<file path="src/rtl/output_row_streamer.sv">
// Row readout: buffers whole pixel rows in a DEPTH-slot ring and serialises
// each row onto a narrow valid/ready bus with framing and overflow flags.
module output_row_streamer #(
   parameter int ARRAY_WIDTH = 8,
   parameter int BUS_PIXELS  = 2,
   parameter int PIXEL_BITS  = 10,
   parameter int DEPTH       = 2,
   localparam int BEATS      = ARRAY_WIDTH / BUS_PIXELS,
   localparam int BEAT_BITS  = (BEATS > 1) ? $clog2(BEATS) : 1,
   localparam int CNT_BITS   = $clog2(DEPTH + 1)
) (
   input  logic                               CLK,
   input  logic                               RESET,
   input  logic                               ROW_VALID,
   input  logic                               ROW_LAST,
   input  logic [ARRAY_WIDTH*PIXEL_BITS-1:0]  DATA_IN,
   output logic                               ROW_READY,
   output logic                               OUT_VALID,
   input  logic                               OUT_READY,
   output logic [BUS_PIXELS*PIXEL_BITS-1:0]   DATA_OUT,
   output logic                               OUT_FIRST,
   output logic                               OUT_LAST,
   output logic                               OUT_EOF,
   output logic                               OVERFLOW,
   input  logic                               CLEAR_FLAGS,
   output logic [CNT_BITS-1:0]                ROWS_PENDING
);

   localparam int ROW_W      = ARRAY_WIDTH * PIXEL_BITS;
   localparam int BEAT_W     = BUS_PIXELS * PIXEL_BITS;
   localparam int PTR_BITS   = (DEPTH > 1) ? $clog2(DEPTH) : 1;
   localparam int SLOTS      = 1 << PTR_BITS;
   localparam int BEAT_SLOTS = 1 << BEAT_BITS;

   typedef enum logic {IDLE, STREAM} state_t;

   state_t               state, state_nxt;
   logic [ROW_W-1:0]     row_mem [SLOTS];
   logic [SLOTS-1:0]     tag_mem;
   logic [PTR_BITS-1:0]  wr_ptr, rd_ptr;
   logic [CNT_BITS-1:0]  count, count_nxt;
   logic [BEAT_BITS-1:0] beat;
   logic                 overflow;
   logic                 row_ready, capture, drop, streaming, xfer, last_beat, rel_row;
   logic [BEAT_W-1:0]    beat_data [BEAT_SLOTS];

   function automatic logic [PTR_BITS-1:0] ptr_inc(input logic [PTR_BITS-1:0] p);
      return (p == PTR_BITS'(DEPTH - 1)) ? '0 : p + 1'b1;
   endfunction

   assign row_ready = (count != CNT_BITS'(DEPTH));
   assign capture   = ROW_VALID && row_ready;
   assign drop      = ROW_VALID && !row_ready;
   assign streaming = (state == STREAM);
   assign xfer      = streaming && OUT_READY;
   assign last_beat = (beat == BEAT_BITS'(BEATS - 1));
   assign rel_row   = xfer && last_beat;

   always_comb begin
      count_nxt = count;
      if (capture && !rel_row)
         count_nxt = count + 1'b1;
      else if (!capture && rel_row)
         count_nxt = count - 1'b1;
   end

   // A row captured on the releasing edge counts as still stored: no bubble.
   always_comb begin
      state_nxt = state;
      case (state)
         IDLE:    if (count != '0) state_nxt = STREAM;
         STREAM:  if (rel_row && count_nxt == '0) state_nxt = IDLE;
         default: state_nxt = IDLE;
      endcase
   end

   always_ff @(posedge CLK or negedge RESET) begin
      if (!RESET)
         state <= IDLE;
      else
         state <= state_nxt;
   end

   always_ff @(posedge CLK or negedge RESET) begin
      if (!RESET) begin
         wr_ptr   <= '0;
         rd_ptr   <= '0;
         count    <= '0;
         beat     <= '0;
         overflow <= 1'b0;
         tag_mem  <= '0;
         for (int unsigned i = 0; i < SLOTS; i++)
            row_mem[i] <= '0;
      end else begin
         count <= count_nxt;
         if (capture) begin
            row_mem[wr_ptr] <= DATA_IN;
            tag_mem[wr_ptr] <= ROW_LAST;
            wr_ptr          <= ptr_inc(wr_ptr);
         end
         if (rel_row) begin
            rd_ptr <= ptr_inc(rd_ptr);
            beat   <= '0;
         end else if (xfer) begin
            beat <= beat + 1'b1;
         end
         if (drop)
            overflow <= 1'b1;
         else if (CLEAR_FLAGS)
            overflow <= 1'b0;
      end
   end

   // Beat table padded to a power of two so the beat counter indexes it exactly.
   always_comb begin
      for (int unsigned b = 0; b < BEAT_SLOTS; b++)
         beat_data[b] = '0;
      for (int unsigned b = 0; b < BEATS; b++)
         beat_data[b] = row_mem[rd_ptr][b*BEAT_W +: BEAT_W];
   end

   assign ROW_READY    = row_ready;
   assign OUT_VALID    = streaming;
   assign DATA_OUT     = streaming ? beat_data[beat] : '0;
   assign OUT_FIRST    = streaming && (beat == '0);
   assign OUT_LAST     = streaming && last_beat;
   assign OUT_EOF      = streaming && last_beat && tag_mem[rd_ptr];
   assign OVERFLOW     = overflow;
   assign ROWS_PENDING = count;

endmodule
</file>
<file path="config.mk">
export PLATFORM = sky130hd
export DESIGN_NAME = output_row_streamer
export DESIGN_NICKNAME = d
export VERILOG_FILES = /design/src/rtl/output_row_streamer.sv
export SDC_FILE = /design/constraint.sdc
export NUM_CORES = 1
export LEC_CHECK = 0
export BUFFER_PORTS_ARGS = -buffer_cell sky130_fd_sc_hd__clkbuf_2
export CAP_MARGIN = 20
export CORE_MARGIN = 5
export CORE_UTILIZATION = 45
export DETAILED_ROUTE_END_ITERATION = 10
export PLACE_DENSITY = 0.65
export SYNTH_ARGS = -nofsm -noshare
export SYNTH_HDL_FRONTEND = slang
export SYNTH_SLANG_ARGS = --single-unit
</file>
<file path="constraint.sdc">
create_clock -name CLK -period 2.7 [get_ports CLK]
set_input_delay 0.135 -clock CLK [delete_from_list [all_inputs] [get_ports CLK]]
set_output_delay 0.135 -clock CLK [all_outputs]
set_load 0.01 [all_outputs]
</file>
==> metrics.txt, run 1 <==
# TYPE chip_impl_metric gauge
chip_impl_metric{name="post_synth_num_cell_types",unit=""} 30
chip_impl_metric{name="first_global_vias",unit=""} 5700
chip_impl_metric{name="chipWidth",unit="µm"} 142.2
chip_impl_metric{name="timing.max_slew.rel_slack",unit="%"} 54.79
chip_impl_metric{name="placement.io_buffers",unit=""} 113
chip_impl_metric{name="critPathMaxFanout",unit=""} 14
chip_impl_metric{name="place_inst",unit=""} 849
chip_impl_info{name="cts_root_buffer",value="sky130_fd_sc_hd__clkbuf_16"} 1
chip_impl_info{name="grt_setup_unrepaired",value="no"} 1
chip_impl_metric{name="cts.repair_timing.setup_buffer_count",unit=""} 0
chip_impl_metric{name="place_worst_setup_slack",unit="ps"} 600.9
chip_impl_metric{name="drt-total-wl",unit="mm"} 18.50
chip_impl_metric{name="drt.antenna.violating_nets",unit=""} 0
chip_impl_metric{name="tightestPinTransition",unit="ps"} 678.2
chip_impl_metric{name="die_outline_area",unit="µm²"} 20220
chip_impl_metric{name="core.rowCount",unit=""} 48
chip_impl_metric{name="max_stage_delay",unit="ps"} 550
chip_impl_metric{name="holdBufCountCts",unit=""} 84
chip_impl_info{name="critPathCaptureType",value="primary output"} 1
chip_impl_metric{name="area.growth.synth_to_final",unit="%"} 29.34
chip_impl_metric{name="fin_cells",unit=""} 965
chip_impl_metric{name="required_time_worst_endpoint",unit="ps"} 2570
chip_impl_metric{name="ff_latch_area",unit="µm²"} 4257
chip_impl_metric{name="maxSlewViolCount",unit=""} 0
chip_impl_metric{name="timing.max_cap.violations",unit=""} 0
chip_impl_metric{name="multi_input_area",unit="µm²"} 3251
chip_impl_metric{name="syn_inst",unit=""} 527
chip_impl_metric{name="synth_seq_area_share",unit="%"} 54.09
chip_impl_metric{name="power_density",unit="nW/µm²"} 1248
chip_impl_metric{name="syn-num-nets",unit=""} 617
chip_impl_metric{name="filler_cell_count",unit=""} 1349
chip_impl_info{name="critPathSlowestCell",value="sky130_fd_sc_hd__dfrtp_2"} 1
chip_impl_metric{name="hold_viol",unit=""} 0
chip_impl_metric{name="timing.final.setup_violations",unit=""} 0
chip_impl_metric{name="drt_iter0_drc",unit=""} 281
chip_impl_metric{name="fmax",unit="MHz"} 402.1
chip_impl_metric{name="fin_skew",unit="ps"} 8.059
chip_impl_info{name="run_status",value="complete, no violations"} 1
chip_impl_metric{name="ys_warn_count",unit=""} 0
chip_impl_metric{name="grt_pass1_wl",unit="mm"} 30.20
chip_impl_metric{name="num-nets-final",unit=""} 817
chip_impl_metric{name="global_router_s_overall_resource_usage",unit="%"} 19.14
chip_impl_metric{name="fin_crit",unit="ps"} 2487
chip_impl_metric{name="ys_seq_elements",unit=""} 170
chip_impl_metric{name="i_o_pin_cnt",unit=""} 114
chip_impl_metric{name="cts_buffers",unit=""} 17
chip_impl_metric{name="die-height",unit="µm"} 142.2
chip_impl_info{name="timing.critical_path.from_type",value="register"} 1
chip_impl_metric{name="utilization",unit="%"} 59.02
chip_impl_metric{name="effective_utilization_at_floorplan",unit="%"} 45.63
chip_impl_metric{name="design.core.area",unit="µm²"} 17240
chip_impl_metric{name="gp_congestion",unit=""} 0.7857
chip_impl_metric{name="postSynthAreaPerCell",unit="µm²"} 14.92
chip_impl_metric{name="worstSkewPairLatency",unit="ps"} 420
chip_impl_metric{name="vias",unit=""} 5106
chip_impl_metric{name="cts_htree_levels",unit=""} 4
chip_impl_metric{name="crit_arrival",unit="ps"} 2350
chip_impl_metric{name="detail_route.drc_violations",unit=""} 0
chip_impl_metric{name="antennaDiodeCount",unit=""} 0
chip_impl_metric{name="number_of_antenna_violations_at_the_first_check_in_global_routing",unit=""} 0
chip_impl_metric{name="cts_sinks",unit=""} 170
chip_impl_metric{name="detail_route.wl_per_cell",unit="µm"} 19.17
chip_impl_metric{name="cts.reportedPaths.clkPinSlew",unit="ps"} 60
chip_impl_metric{name="leakage",unit="nW"} 4.517
chip_impl_metric{name="critical_path.n_buffers_inverters",unit=""} 2
chip_impl_metric{name="worst_slack_setup_final",unit="ps"} 213.2
chip_impl_metric{name="firstDrtPassIters",unit=""} 4
chip_impl_metric{name="cts_buffer_depth",unit=""} 2
chip_impl_metric{name="period_share",unit="%"} 92.11
chip_impl_metric{name="dpl.hpwl",unit="mm"} 12.31
chip_impl_info{name="clock_tree_from_tritoncts",value="yes"} 1
chip_impl_metric{name="cts_repair_resize_count",unit=""} 0
chip_impl_metric{name="peakVddDrop",unit="mV"} 0.5814
chip_impl_metric{name="synth_area",unit="µm²"} 7865
chip_impl_metric{name="vias_per_cell",unit=""} 5.291
chip_impl_info{name="crit_path_cell_trace",value="nand2b_1 > buf_4 > o21ai_0 > a221oi_1 > clkbuf_2"} 1
chip_impl_metric{name="setup_tns",unit="ps"} 0
chip_impl_metric{name="grt_start_max_net_pins",unit=""} 70
chip_impl_info{name="min-delay-path-class",value="primary input to register"} 1
chip_impl_info{name="path_class",value="register to primary output"} 1
chip_impl_metric{name="post_route_cells_drive_above_1_share",unit="%"} 38.51
chip_impl_metric{name="global_route_congestion_overflow_total",unit=""} 0
chip_impl_info{name="critical_path.top_delay_family",value="flip-flops"} 1
chip_impl_metric{name="total_power",unit="W"} 0.01270
-- per-stage QoR --
| stage | hold slack (ps) | instance area, µm² |
|---|---|---|
| after floorplan | -160.6 | 7865 |
| after global placement | 178.0 | 8663 |
| after detailed placement | 186.3 | 8663 |
| after CTS | 82.09 | 10170 |
| after global routing | 117.0 | 10170 |
| final | 105.1 | 10170 |
-- layer usage --
layer,vias up,global-route usage (%),part of all wire [%]
met4,0,5.455,1.6
met2,122,31.13,48
li1,2318,-,-
met1,2646,26.15,46
met5,-,0,0
met3,20,4.032,4.1
-- power by group --
part	internal, W	switching (W)
Sequential	0.00387	0.000802
Combinational	0.00288	0.00239
Clock	0.00176	0.000999
Total	0.00851	0.00419
-- Yosys cell counts --
master / number / area, µm²
sky130_fd_sc_hd__buf_6: 12 / 135.1
sky130_fd_sc_hd__buf_4: 12 / 90.09
sky130_fd_sc_hd__and2b_2: 1 / 8.760
sky130_fd_sc_hd__mux2i_1: 21 / 210.2
sky130_fd_sc_hd__buf_2: 3 / 15.01
sky130_fd_sc_hd__ha_1: 4 / 50.05
sky130_fd_sc_hd__inv_1: 26 / 97.59
sky130_fd_sc_hd__nand2_1: 2 / 7.510
sky130_fd_sc_hd__clkbuf_1: 8 / 30.03
sky130_fd_sc_hd__mux2_2: 96 / 1081
sky130_fd_sc_hd__and2_1: 2 / 12.51
sky130_fd_sc_hd__nand3_1: 1 / 5.000
sky130_fd_sc_hd__mux4_2: 20 / 450.4
sky130_fd_sc_hd__nor2_1: 2 / 7.510
sky130_fd_sc_hd__and3_1: 1 / 6.260
sky130_fd_sc_hd__a31o_2: 1 / 8.760
sky130_fd_sc_hd__nor4b_1: 1 / 8.760
sky130_fd_sc_hd__o21ai_0: 22 / 110.1
sky130_fd_sc_hd__a221oi_2: 1 / 15.01
sky130_fd_sc_hd__maj3_1: 1 / 10.01
sky130_fd_sc_hd__xnor2_1: 4 / 35.03
sky130_fd_sc_hd__a221oi_1: 19 / 166.4
sky130_fd_sc_hd__nand2_2: 1 / 6.260
sky130_fd_sc_hd__nor2b_1: 2 / 12.51
sky130_fd_sc_hd__nand2b_1: 2 / 12.51
sky130_fd_sc_hd__mux2_1: 88 / 991.0
sky130_fd_sc_hd__dfrtp_1: 170 / 4254
sky130_fd_sc_hd__a21oi_1: 2 / 10.01
sky130_fd_sc_hd__nor2_4: 1 / 11.26
sky130_fd_sc_hd__o22ai_1: 1 / 6.260
-- final cells by class --
cell class | count | area share, %
sequential | 170 | 41.84
multi-input combinational | 296 | 31.96
timing repair buffer | 216 | 15.90
clock buffer | 21 | 4.428
tap | 225 | 2.768
clock inverter | 11 | 2.140
inverter | 26 | 0.9594
-- state kept, by name (all words and copies together) (netlist names) --
signal,cells
tag_mem,2
ROWS_PENDING,2
OVERFLOW,1
wr_ptr,1
beat,2
row_mem,160
OUT_VALID,1
rd_ptr,1
-- kinds of logic after synthesis --
kind of cell	synth area share [%]
adders and majority gates	0.7636
DFF	54.09
xor gates and xnor gates	0.4454
and+or+nand+nor	1.257
buffers and inverters	4.677
AOI/OAI and AO/OA	4.025
muxes	34.74
-- worst paths after layout --
| path | from | end | slack (ps) | depth (start not counted) |
|---|---|---|---|---|
| max in group asynchronous | RESET | row_mem[54] | 1620 | 3 |
| hold / removal | OUT_READY | beat[0] | 110 | 3 |
| setup / recovery | beat[0] | DATA_OUT[5] | 210 | 5 |
| hold reg to reg | row_mem[73] | row_mem[73] | 490 | 1 |
| min in group asynchronous | RESET | row_mem[74] | 290 | 2 |
| setup reg to reg | ROWS_PENDING[0] | row_mem[44] | 590 | 6 |
-- cells in the final DEF, fill, tap and decap left out --
master / instances
sky130_fd_sc_hd__a221oi_2: 1
sky130_fd_sc_hd__nand2b_1: 2
sky130_fd_sc_hd__clkbuf_1: 3
sky130_fd_sc_hd__inv_1: 26
sky130_fd_sc_hd__and3_1: 1
sky130_fd_sc_hd__mux2i_1: 21
sky130_fd_sc_hd__bufinv_16: 6
sky130_fd_sc_hd__o22ai_1: 1
sky130_fd_sc_hd__buf_6: 1
sky130_fd_sc_hd__clkbuf_2: 112
sky130_fd_sc_hd__maj3_1: 1
sky130_fd_sc_hd__a221oi_1: 19
sky130_fd_sc_hd__buf_4: 14
sky130_fd_sc_hd__dfrtp_2: 2
sky130_fd_sc_hd__nor2b_1: 2
sky130_fd_sc_hd__nor2_4: 1
sky130_fd_sc_hd__mux4_2: 20
sky130_fd_sc_hd__mux2_2: 96
sky130_fd_sc_hd__nor2_1: 1
sky130_fd_sc_hd__buf_12: 5
sky130_fd_sc_hd__a31o_2: 1
sky130_fd_sc_hd__dfrtp_1: 168
sky130_fd_sc_hd__xnor2_1: 4
sky130_fd_sc_hd__a21oi_1: 2
sky130_fd_sc_hd__o21ai_0: 22
sky130_fd_sc_hd__clkinvlp_4: 5
sky130_fd_sc_hd__nor4b_1: 1
sky130_fd_sc_hd__clkbuf_16: 17
sky130_fd_sc_hd__and2_1: 2
sky130_fd_sc_hd__nand2_4: 1
sky130_fd_sc_hd__and2b_2: 1
sky130_fd_sc_hd__nor2_2: 1
sky130_fd_sc_hd__clkbuf_8: 1
sky130_fd_sc_hd__ha_1: 4
sky130_fd_sc_hd__nand3_1: 1
sky130_fd_sc_hd__mux2_1: 88
sky130_fd_sc_hd__dlygate4sd3_1: 84
sky130_fd_sc_hd__nand2_1: 2
-- worst register-to-register path, delay by kind of cell, from the launching register on --
family | cells | cell delay, ps
AND/OR/NAND/NOR | 2 | 600
flip-flops | 1 | 430
buffers and inverters | 2 | 390
multiplexers | 1 | 350
adder cells (fa/ha/maj) | 1 | 220
No activity file was read; power rests on OpenSTA's default activity.
==> run 2, diff against run 1 <==
--- a/config.mk
+++ b/config.mk
@@ -11,6 +11,7 @@
 export CORE_UTILIZATION = 45
 export DETAILED_ROUTE_END_ITERATION = 10
 export PLACE_DENSITY = 0.65
+export RECOVER_POWER = 50
 export SYNTH_ARGS = -nofsm -noshare
 export SYNTH_HDL_FRONTEND = slang
 export SYNTH_SLANG_ARGS = --single-unit
==> run 2 against run 1 <==
  * Count of clock-buffer cells in the layout stayed put
  * Core utilization fell by 0.17 points
  * Sequential power barely moved
  * The run now ends with capacitance limit, slew limit left
  * Largest power group unchanged
  * First-iteration DRC count down 11%
  * Clock skew fell by 0.92 ps
  * Non-clock buffer count did not move
  * Global-route usage unchanged
  * Clock power about the same
  * Sequential cell count unchanged
  * Routed wire length is essentially flat
  * Via count is essentially flat
==> metrics.txt, run 2 (synthesis gave the netlist of run 1 again) <==
# TYPE chip_impl_metric gauge
chip_impl_metric{name="cts.reportedPaths.clkPinSlew",unit="ps"} 60
chip_impl_metric{name="dpl.hpwl",unit="mm"} 12.31
chip_impl_metric{name="critPathMaxFanout",unit=""} 14
chip_impl_metric{name="hold_viol",unit=""} 0
chip_impl_info{name="layout.cells.most_common",value="sky130_fd_sc_hd__dfrtp_1"} 1
chip_impl_metric{name="cts.repair_timing.setup_buffer_count",unit=""} 0
chip_impl_metric{name="period_share",unit="%"} 91.99
chip_impl_metric{name="min_path_cells",unit=""} 3
chip_impl_metric{name="place_inst",unit=""} 849
chip_impl_metric{name="cts_buffers",unit=""} 17
chip_impl_metric{name="detail_route.wl_per_cell",unit="µm"} 19.16
chip_impl_info{name="path_class",value="register to primary output"} 1
chip_impl_metric{name="i_o_pin_cnt",unit=""} 114
chip_impl_info{name="clock_tree_from_tritoncts",value="yes"} 1
chip_impl_metric{name="vias_per_cell",unit=""} 5.287
chip_impl_metric{name="grt_start_max_net_pins",unit=""} 70
chip_impl_metric{name="detail_route.drc_violations",unit=""} 0
chip_impl_metric{name="fin_cells",unit=""} 965
chip_impl_metric{name="design.core.area",unit="µm²"} 17240
chip_impl_metric{name="tightestPinTransition",unit="ps"} 1750
chip_impl_metric{name="cts_repair_resize_count",unit=""} 0
chip_impl_metric{name="vias",unit=""} 5102
chip_impl_metric{name="setup_tns",unit="ps"} 0
chip_impl_metric{name="die-height",unit="µm"} 142.2
chip_impl_metric{name="fin_crit",unit="ps"} 2484
chip_impl_metric{name="timing.final.setup_violations",unit=""} 0
chip_impl_metric{name="required_time_worst_endpoint",unit="ps"} 2570
chip_impl_info{name="cts_root_buffer",value="sky130_fd_sc_hd__clkbuf_16"} 1
chip_impl_metric{name="worst_r2r_path_depth",unit=""} 6
chip_impl_metric{name="die_outline_area",unit="µm²"} 20220
chip_impl_metric{name="post_route_cells_drive_above_1_share",unit="%"} 37.84
chip_impl_metric{name="power_density",unit="nW/µm²"} 1250
chip_impl_metric{name="placement.io_buffers",unit=""} 113
chip_impl_metric{name="grtUsageMet1",unit="%"} 26.15
chip_impl_metric{name="max_stage_delay",unit="ps"} 550
chip_impl_metric{name="place_worst_setup_slack",unit="ps"} 600.9
chip_impl_info{name="run_status",value="complete, but fails checks"} 1
chip_impl_metric{name="drt_iter0_drc",unit=""} 249
chip_impl_info{name="min-delay-path-class",value="primary input to register"} 1
chip_impl_info{name="grt_setup_unrepaired",value="no"} 1
chip_impl_metric{name="maxSlewViolCount",unit=""} 70
chip_impl_metric{name="critical_path.n_buffers_inverters",unit=""} 2
chip_impl_metric{name="effective_utilization_at_floorplan",unit="%"} 45.63
chip_impl_metric{name="grt_util_met3",unit="%"} 4.032
chip_impl_info{name="largest-register",value="row_mem"} 1
chip_impl_metric{name="timing.max_cap.violations",unit=""} 1
chip_impl_info{name="violations",value="capacitance limit, slew limit"} 1
chip_impl_metric{name="first_global_vias",unit=""} 5700
chip_impl_metric{name="grt_pass1_wl",unit="mm"} 30.20
chip_impl_metric{name="grtUsageMet2",unit="%"} 31.13
chip_impl_metric{name="global_router_s_overall_resource_usage",unit="%"} 19.14
chip_impl_metric{name="cp.depth",unit=""} 5
chip_impl_metric{name="timing.max_slew.rel_slack",unit="%"} -16.66
chip_impl_metric{name="fin_skew",unit="ps"} 7.141
chip_impl_metric{name="leakage",unit="nW"} 4.492
chip_impl_info{name="layout_common_cells",value="168 x sky130_fd_sc_hd__dfrtp_1, 109 x sky130_fd_sc_hd__clkbuf_2, 96 x sky130_fd_sc_hd__mux2_2"} 1
chip_impl_metric{name="worstSkewPairLatency",unit="ps"} 420
chip_impl_metric{name="global_route_congestion_overflow_total",unit=""} 0
chip_impl_metric{name="antennaDiodeCount",unit=""} 0
chip_impl_info{name="critical_path.top_delay_family",value="flip-flops"} 1
chip_impl_metric{name="crit_arrival",unit="ps"} 2350
chip_impl_metric{name="multi_input_area",unit="µm²"} 3246
chip_impl_metric{name="drt-total-wl",unit="mm"} 18.49
chip_impl_metric{name="chipWidth",unit="µm"} 142.2
chip_impl_metric{name="area.growth.synth_to_final",unit="%"} 28.97
chip_impl_metric{name="cts_htree_levels",unit=""} 4
chip_impl_metric{name="drt.antenna.violating_nets",unit=""} 0
chip_impl_metric{name="peakVddDrop",unit="mV"} 0.5815
chip_impl_metric{name="fmax",unit="MHz"} 402.6
chip_impl_info{name="crit_path_cell_trace",value="nand2b_1 > buf_4 > o21ai_0 > a221oi_1 > clkbuf_2"} 1
chip_impl_metric{name="cts_buffer_depth",unit=""} 2
chip_impl_metric{name="worst_slack_setup_final",unit="ps"} 216.3
chip_impl_metric{name="gp_congestion",unit=""} 0.7857
chip_impl_metric{name="ff_latch_area",unit="µm²"} 4257
chip_impl_info{name="timing.critical_path.from_type",value="register"} 1
chip_impl_metric{name="core.rowCount",unit=""} 48
chip_impl_info{name="grt.busiest_layer",value="met2"} 1
chip_impl_metric{name="largest_register_ff_count",unit=""} 160
chip_impl_metric{name="filler_cell_count",unit=""} 1357
chip_impl_metric{name="number_of_antenna_violations_at_the_first_check_in_global_routing",unit=""} 0
chip_impl_info{name="critPathSlowestCell",value="sky130_fd_sc_hd__dfrtp_2"} 1
chip_impl_metric{name="num-nets-final",unit=""} 817
chip_impl_metric{name="cts_sinks",unit=""} 170
chip_impl_info{name="critPathCaptureType",value="primary output"} 1
chip_impl_metric{name="firstDrtPassIters",unit=""} 4
==> run 2: cell types whose count changed in the layout (fill, tap and decap cells not counted), sizes merged <==
cell	change
buf	-2
clkbuf	+2
==> run 2: tightest hold or removal path: cells and delay by family <==
kind | cells | cell delay [ps]
buffers and inverters | 1 | 110
muxes | 1 | 150
and+or+nand+nor | 1 | 100
==> run 2: what timing repair did <==
item	4_1_cts	5_1_grt
endpoints found under the setup margin	0	0
hold endpoints to repair	229	0
hold buffers	84	0
==> run 2: layer usage <==
metal  vias to the layer above  part of all wire, %  routed length, µm
li1                       2321                    -                  -
met1                      2639                   46               8507
met2                       124                   48               8928
met3                        18                  4.3                789
met4                         0                  1.4                267
met5                         -                    0                  0
==> run 2: final timing paths <==
| kind | slack (ps) | start | endpoint |
|---|---|---|---|
| min | 110 | OUT_READY | beat[0] |
| min reg2reg | 490 | row_mem[73] | row_mem[73] |
| max reg2reg | 380 | ROWS_PENDING[0] | row_mem[44] |
| max in group asynchronous | 650 | RESET | beat[1] |
| min in group asynchronous | 720 | RESET | row_mem[74] |
| max | 220 | beat[0] | DATA_OUT[5] |
==> run 2: stage by stage <==
step	power [W]	utilization (%)	hold WS, ps	area, µm²
floorplan	0.008314	-	-160.6	7865
global placement	0.009680	50.26	178.0	8663
detailed placement	0.009870	50.26	186.3	8663
CTS	0.01278	59.02	82.09	10170
global route	0.01345	58.85	117.0	10140
finish	0.01268	58.85	106.1	10140
==> run 2: power by group <==
| group | internal (W) | total, W | switching, W | leakage (nW) |
|---|---|---|---|---|
| Sequential | 0.00387 | 0.00467 | 0.000799 | 2.00 |
| Clock | 0.00176 | 0.00276 | 0.000996 | 0.306 |
| Combinational | 0.00287 | 0.00525 | 0.00239 | 2.19 |
==> run 2: final cells by class <==
type / count / share of cell area, %
Sequential cell: 170 / 41.96
Multi-Input combinational cell: 296 / 32.00
Timing Repair Buffer: 216 / 15.71
Clock buffer: 21 / 4.441
Tap cell: 225 / 2.775
Clock inverter: 11 / 2.146
Inverter: 26 / 0.9621
==> run 3, diff against run 2 <==
--- a/config.mk
+++ b/config.mk
@@ -10,8 +10,10 @@
 export CORE_MARGIN = 5
 export CORE_UTILIZATION = 45
 export DETAILED_ROUTE_END_ITERATION = 10
+export HOLD_SLACK_MARGIN = 0.12
 export PLACE_DENSITY = 0.65
 export RECOVER_POWER = 50
+export SKIP_LAST_GASP = 1
 export SYNTH_ARGS = -nofsm -noshare
 export SYNTH_HDL_FRONTEND = slang
 export SYNTH_SLANG_ARGS = --single-unit
==> run 3 against run 2 <==
  * The flow still finishes with violations (capacitance limit, slew limit)
  * Clock skew about the same
  * Register-to-register slack about the same
  * Count of clock-buffer cells in the layout unchanged
  * Core utilization up 0.058 points
  * Hold slack better by 36 ps
  * Routed wire length about the same
  * Clock power about the same
  * Sequential power about the same
  * Cell count up 0.10%
  * Largest power group unchanged
==> metrics.txt, run 3 (synthesis gave the netlist of run 1 again) <==
# TYPE chip_impl_metric gauge
chip_impl_info{name="run_status",value="complete, but fails checks"} 1
chip_impl_info{name="violations",value="capacitance limit, slew limit"} 1
chip_impl_metric{name="cts_buffers",unit=""} 17
chip_impl_metric{name="vias",unit=""} 5102
chip_impl_metric{name="effective_utilization_at_floorplan",unit="%"} 45.63
chip_impl_metric{name="post_dp_cell_area",unit="µm²"} 8663
chip_impl_info{name="grt_setup_unrepaired",value="no"} 1
chip_impl_info{name="timing.critical_path.from_type",value="register"} 1
chip_impl_metric{name="global_router_s_overall_resource_usage",unit="%"} 19.14
chip_impl_metric{name="crit_arrival",unit="ps"} 2350
chip_impl_metric{name="detail_route.wl_per_cell",unit="µm"} 19.16
chip_impl_info{name="layout_common_cells",value="168 x sky130_fd_sc_hd__dfrtp_1, 109 x sky130_fd_sc_hd__clkbuf_2, 96 x sky130_fd_sc_hd__mux2_2"} 1
chip_impl_metric{name="timing.max_cap.violations",unit=""} 1
chip_impl_metric{name="required_time_worst_endpoint",unit="ps"} 2570
chip_impl_metric{name="placement.io_buffers",unit=""} 113
chip_impl_metric{name="worstSkewPairLatency",unit="ps"} 420
chip_impl_metric{name="die_outline_area",unit="µm²"} 20220
chip_impl_metric{name="timing.max_slew.rel_slack",unit="%"} -17.17
chip_impl_metric{name="drt.antenna.violating_nets",unit=""} 0
chip_impl_metric{name="vias_per_cell",unit=""} 5.282
chip_impl_metric{name="core.rowCount",unit=""} 48
chip_impl_metric{name="num-nets-final",unit=""} 818
chip_impl_metric{name="i_o_pin_cnt",unit=""} 114
chip_impl_metric{name="detail_route.drc_violations",unit=""} 0
chip_impl_info{name="critical_path.top_delay_family",value="flip-flops"} 1
chip_impl_metric{name="power.switching",unit="W"} 0.004179
chip_impl_info{name="critPathSlowestCell",value="sky130_fd_sc_hd__dfrtp_2"} 1
chip_impl_metric{name="cts.reportedPaths.clkPinSlew",unit="ps"} 70
chip_impl_metric{name="cts_buffer_depth",unit=""} 2
chip_impl_metric{name="first_global_vias",unit=""} 5700
chip_impl_metric{name="drt_iter0_drc",unit=""} 267
chip_impl_metric{name="design.core.area",unit="µm²"} 17240
chip_impl_metric{name="number_of_antenna_violations_at_the_first_check_in_global_routing",unit=""} 0
chip_impl_metric{name="timing.final.setup_violations",unit=""} 0
chip_impl_metric{name="dpl.hpwl",unit="mm"} 12.31
chip_impl_metric{name="utilization",unit="%"} 58.91
chip_impl_metric{name="hold_viol",unit=""} 0
chip_impl_metric{name="fin_skew",unit="ps"} 7.199
chip_impl_metric{name="tightestPinTransition",unit="ps"} 1758
chip_impl_metric{name="largest_register_ff_count",unit=""} 160
chip_impl_metric{name="cts_htree_levels",unit=""} 4
chip_impl_info{name="clock_tree_from_tritoncts",value="yes"} 1
chip_impl_metric{name="grt_start_max_net_pins",unit=""} 70
chip_impl_metric{name="gp_congestion",unit=""} 0.7857
chip_impl_metric{name="power_density",unit="nW/µm²"} 1248
chip_impl_metric{name="worst_slack_setup_final",unit="ps"} 215.0
chip_impl_info{name="min-delay-path-class",value="primary input to register"} 1
chip_impl_metric{name="critical_path.n_buffers_inverters",unit=""} 2
chip_impl_info{name="path_class",value="register to primary output"} 1
chip_impl_metric{name="clock_power_share",unit="%"} 21.8
chip_impl_metric{name="place_worst_setup_slack",unit="ps"} 600.9
chip_impl_metric{name="cts_sinks",unit=""} 170
chip_impl_metric{name="fmax",unit="MHz"} 402.4
chip_impl_metric{name="area.growth.synth_to_final",unit="%"} 29.10
chip_impl_metric{name="drt-total-wl",unit="mm"} 18.51
chip_impl_metric{name="setup_tns",unit="ps"} 0
chip_impl_metric{name="p_comb_share",unit="%"} 41.4
chip_impl_metric{name="intPower",unit="W"} 0.008495
chip_impl_metric{name="die-height",unit="µm"} 142.2
chip_impl_metric{name="antennaDiodeCount",unit=""} 0
chip_impl_info{name="layout.cells.most_common",value="sky130_fd_sc_hd__dfrtp_1"} 1
chip_impl_metric{name="post_route_cells_drive_above_1_share",unit="%"} 37.79
chip_impl_metric{name="period_share",unit="%"} 92.04
chip_impl_metric{name="firstDrtPassIters",unit=""} 4
chip_impl_metric{name="switching_share_of_power",unit="%"} 32.97
chip_impl_metric{name="max_stage_delay",unit="ps"} 550
chip_impl_metric{name="maxSlewViolCount",unit=""} 70
chip_impl_info{name="critPathCaptureType",value="primary output"} 1
chip_impl_info{name="cts_root_buffer",value="sky130_fd_sc_hd__clkbuf_16"} 1
chip_impl_info{name="largest-register",value="row_mem"} 1
chip_impl_metric{name="total_power",unit="W"} 0.01267
chip_impl_metric{name="global_route_congestion_overflow_total",unit=""} 0
chip_impl_metric{name="peakVddDrop",unit="mV"} 0.5814
chip_impl_metric{name="grt_pass1_wl",unit="mm"} 30.20
chip_impl_metric{name="leakage",unit="nW"} 4.496
chip_impl_metric{name="chipWidth",unit="µm"} 142.2
chip_impl_info{name="crit_path_cell_trace",value="nand2b_1 > buf_4 > o21ai_0 > a221oi_1 > clkbuf_2"} 1
chip_impl_metric{name="critPathMaxFanout",unit=""} 14
chip_impl_metric{name="fin_crit",unit="ps"} 2485
chip_impl_metric{name="final_design_area_no_fill",unit="µm²"} 10150
chip_impl_metric{name="sequentialPowerShare",unit="%"} 36.8
[run 3: cell count changes in the layout (fill, tap and decap cells not counted), sizes merged]
cell         before  now
dlygate4sd3      84   85
[run 3: path summary, 6_finish.rpt]
| kind | start | slack, ps | endpoint | cells after the start |
|---|---|---|---|---|
| max in group asynchronous | RESET | 640 | beat[1] | 3 |
| hold reg to reg | row_mem[73] | 490 | row_mem[73] | 1 |
| hold / removal | ROW_VALID | 140 | wr_ptr | 3 |
| min in group asynchronous | RESET | 720 | row_mem[74] | 2 |
| setup / recovery | beat[0] | 210 | DATA_OUT[5] | 5 |
| setup reg to reg | ROWS_PENDING[0] | 380 | row_mem[44] | 6 |
[run 3: per-layer routing]
layer / share of wire [%] / track usage [%]
met5: 0 / 0
met4: 1.4 / 5.455
met3: 4.6 / 4.032
met2: 48 / 31.13
met1: 46 / 26.15
[run 3: tightest hold or removal path: stages]
cell and delay [ps]:
sky130_fd_sc_hd__clkbuf_2 110, sky130_fd_sc_hd__nand2b_1 180, sky130_fd_sc_hd__xnor2_1 90
[run 3: layout make-up]
class	count	area [µm²]
timing repair buffer	217	1604
fill	1356	7083
sequential	170	4257
multi-input combinational	296	3246
tap	225	281.5
clock buffer	21	450.4
clock inverter	11	217.7
inverter	26	97.59
[run 3: power by group through the flow]
stage	clock network, W	registers [W]	logic (W)
floorplan	0	0.00435	0.00397
global placement	0	0.00460	0.00508
detailed placement	0	0.00469	0.00518
CTS	0.00280	0.00466	0.00532
global route	0.00290	0.00481	0.00573
finish	0.00276	0.00467	0.00525
[run 3: metrics by stage]
stage,cells,hold WS [ps]
floorplan,527,-160.6
global placement,849,178.0
detailed placement,849,186.3
CTS,966,125.3
global route,966,181.1
finish,966,142.1
[run 3: what timing repair did]
item / CTS / global route
hold endpoints to repair: 232 / 0
setup buffers: 0 / 0
gates resized for setup: 0 / 0
hold buffers: 85 / 0
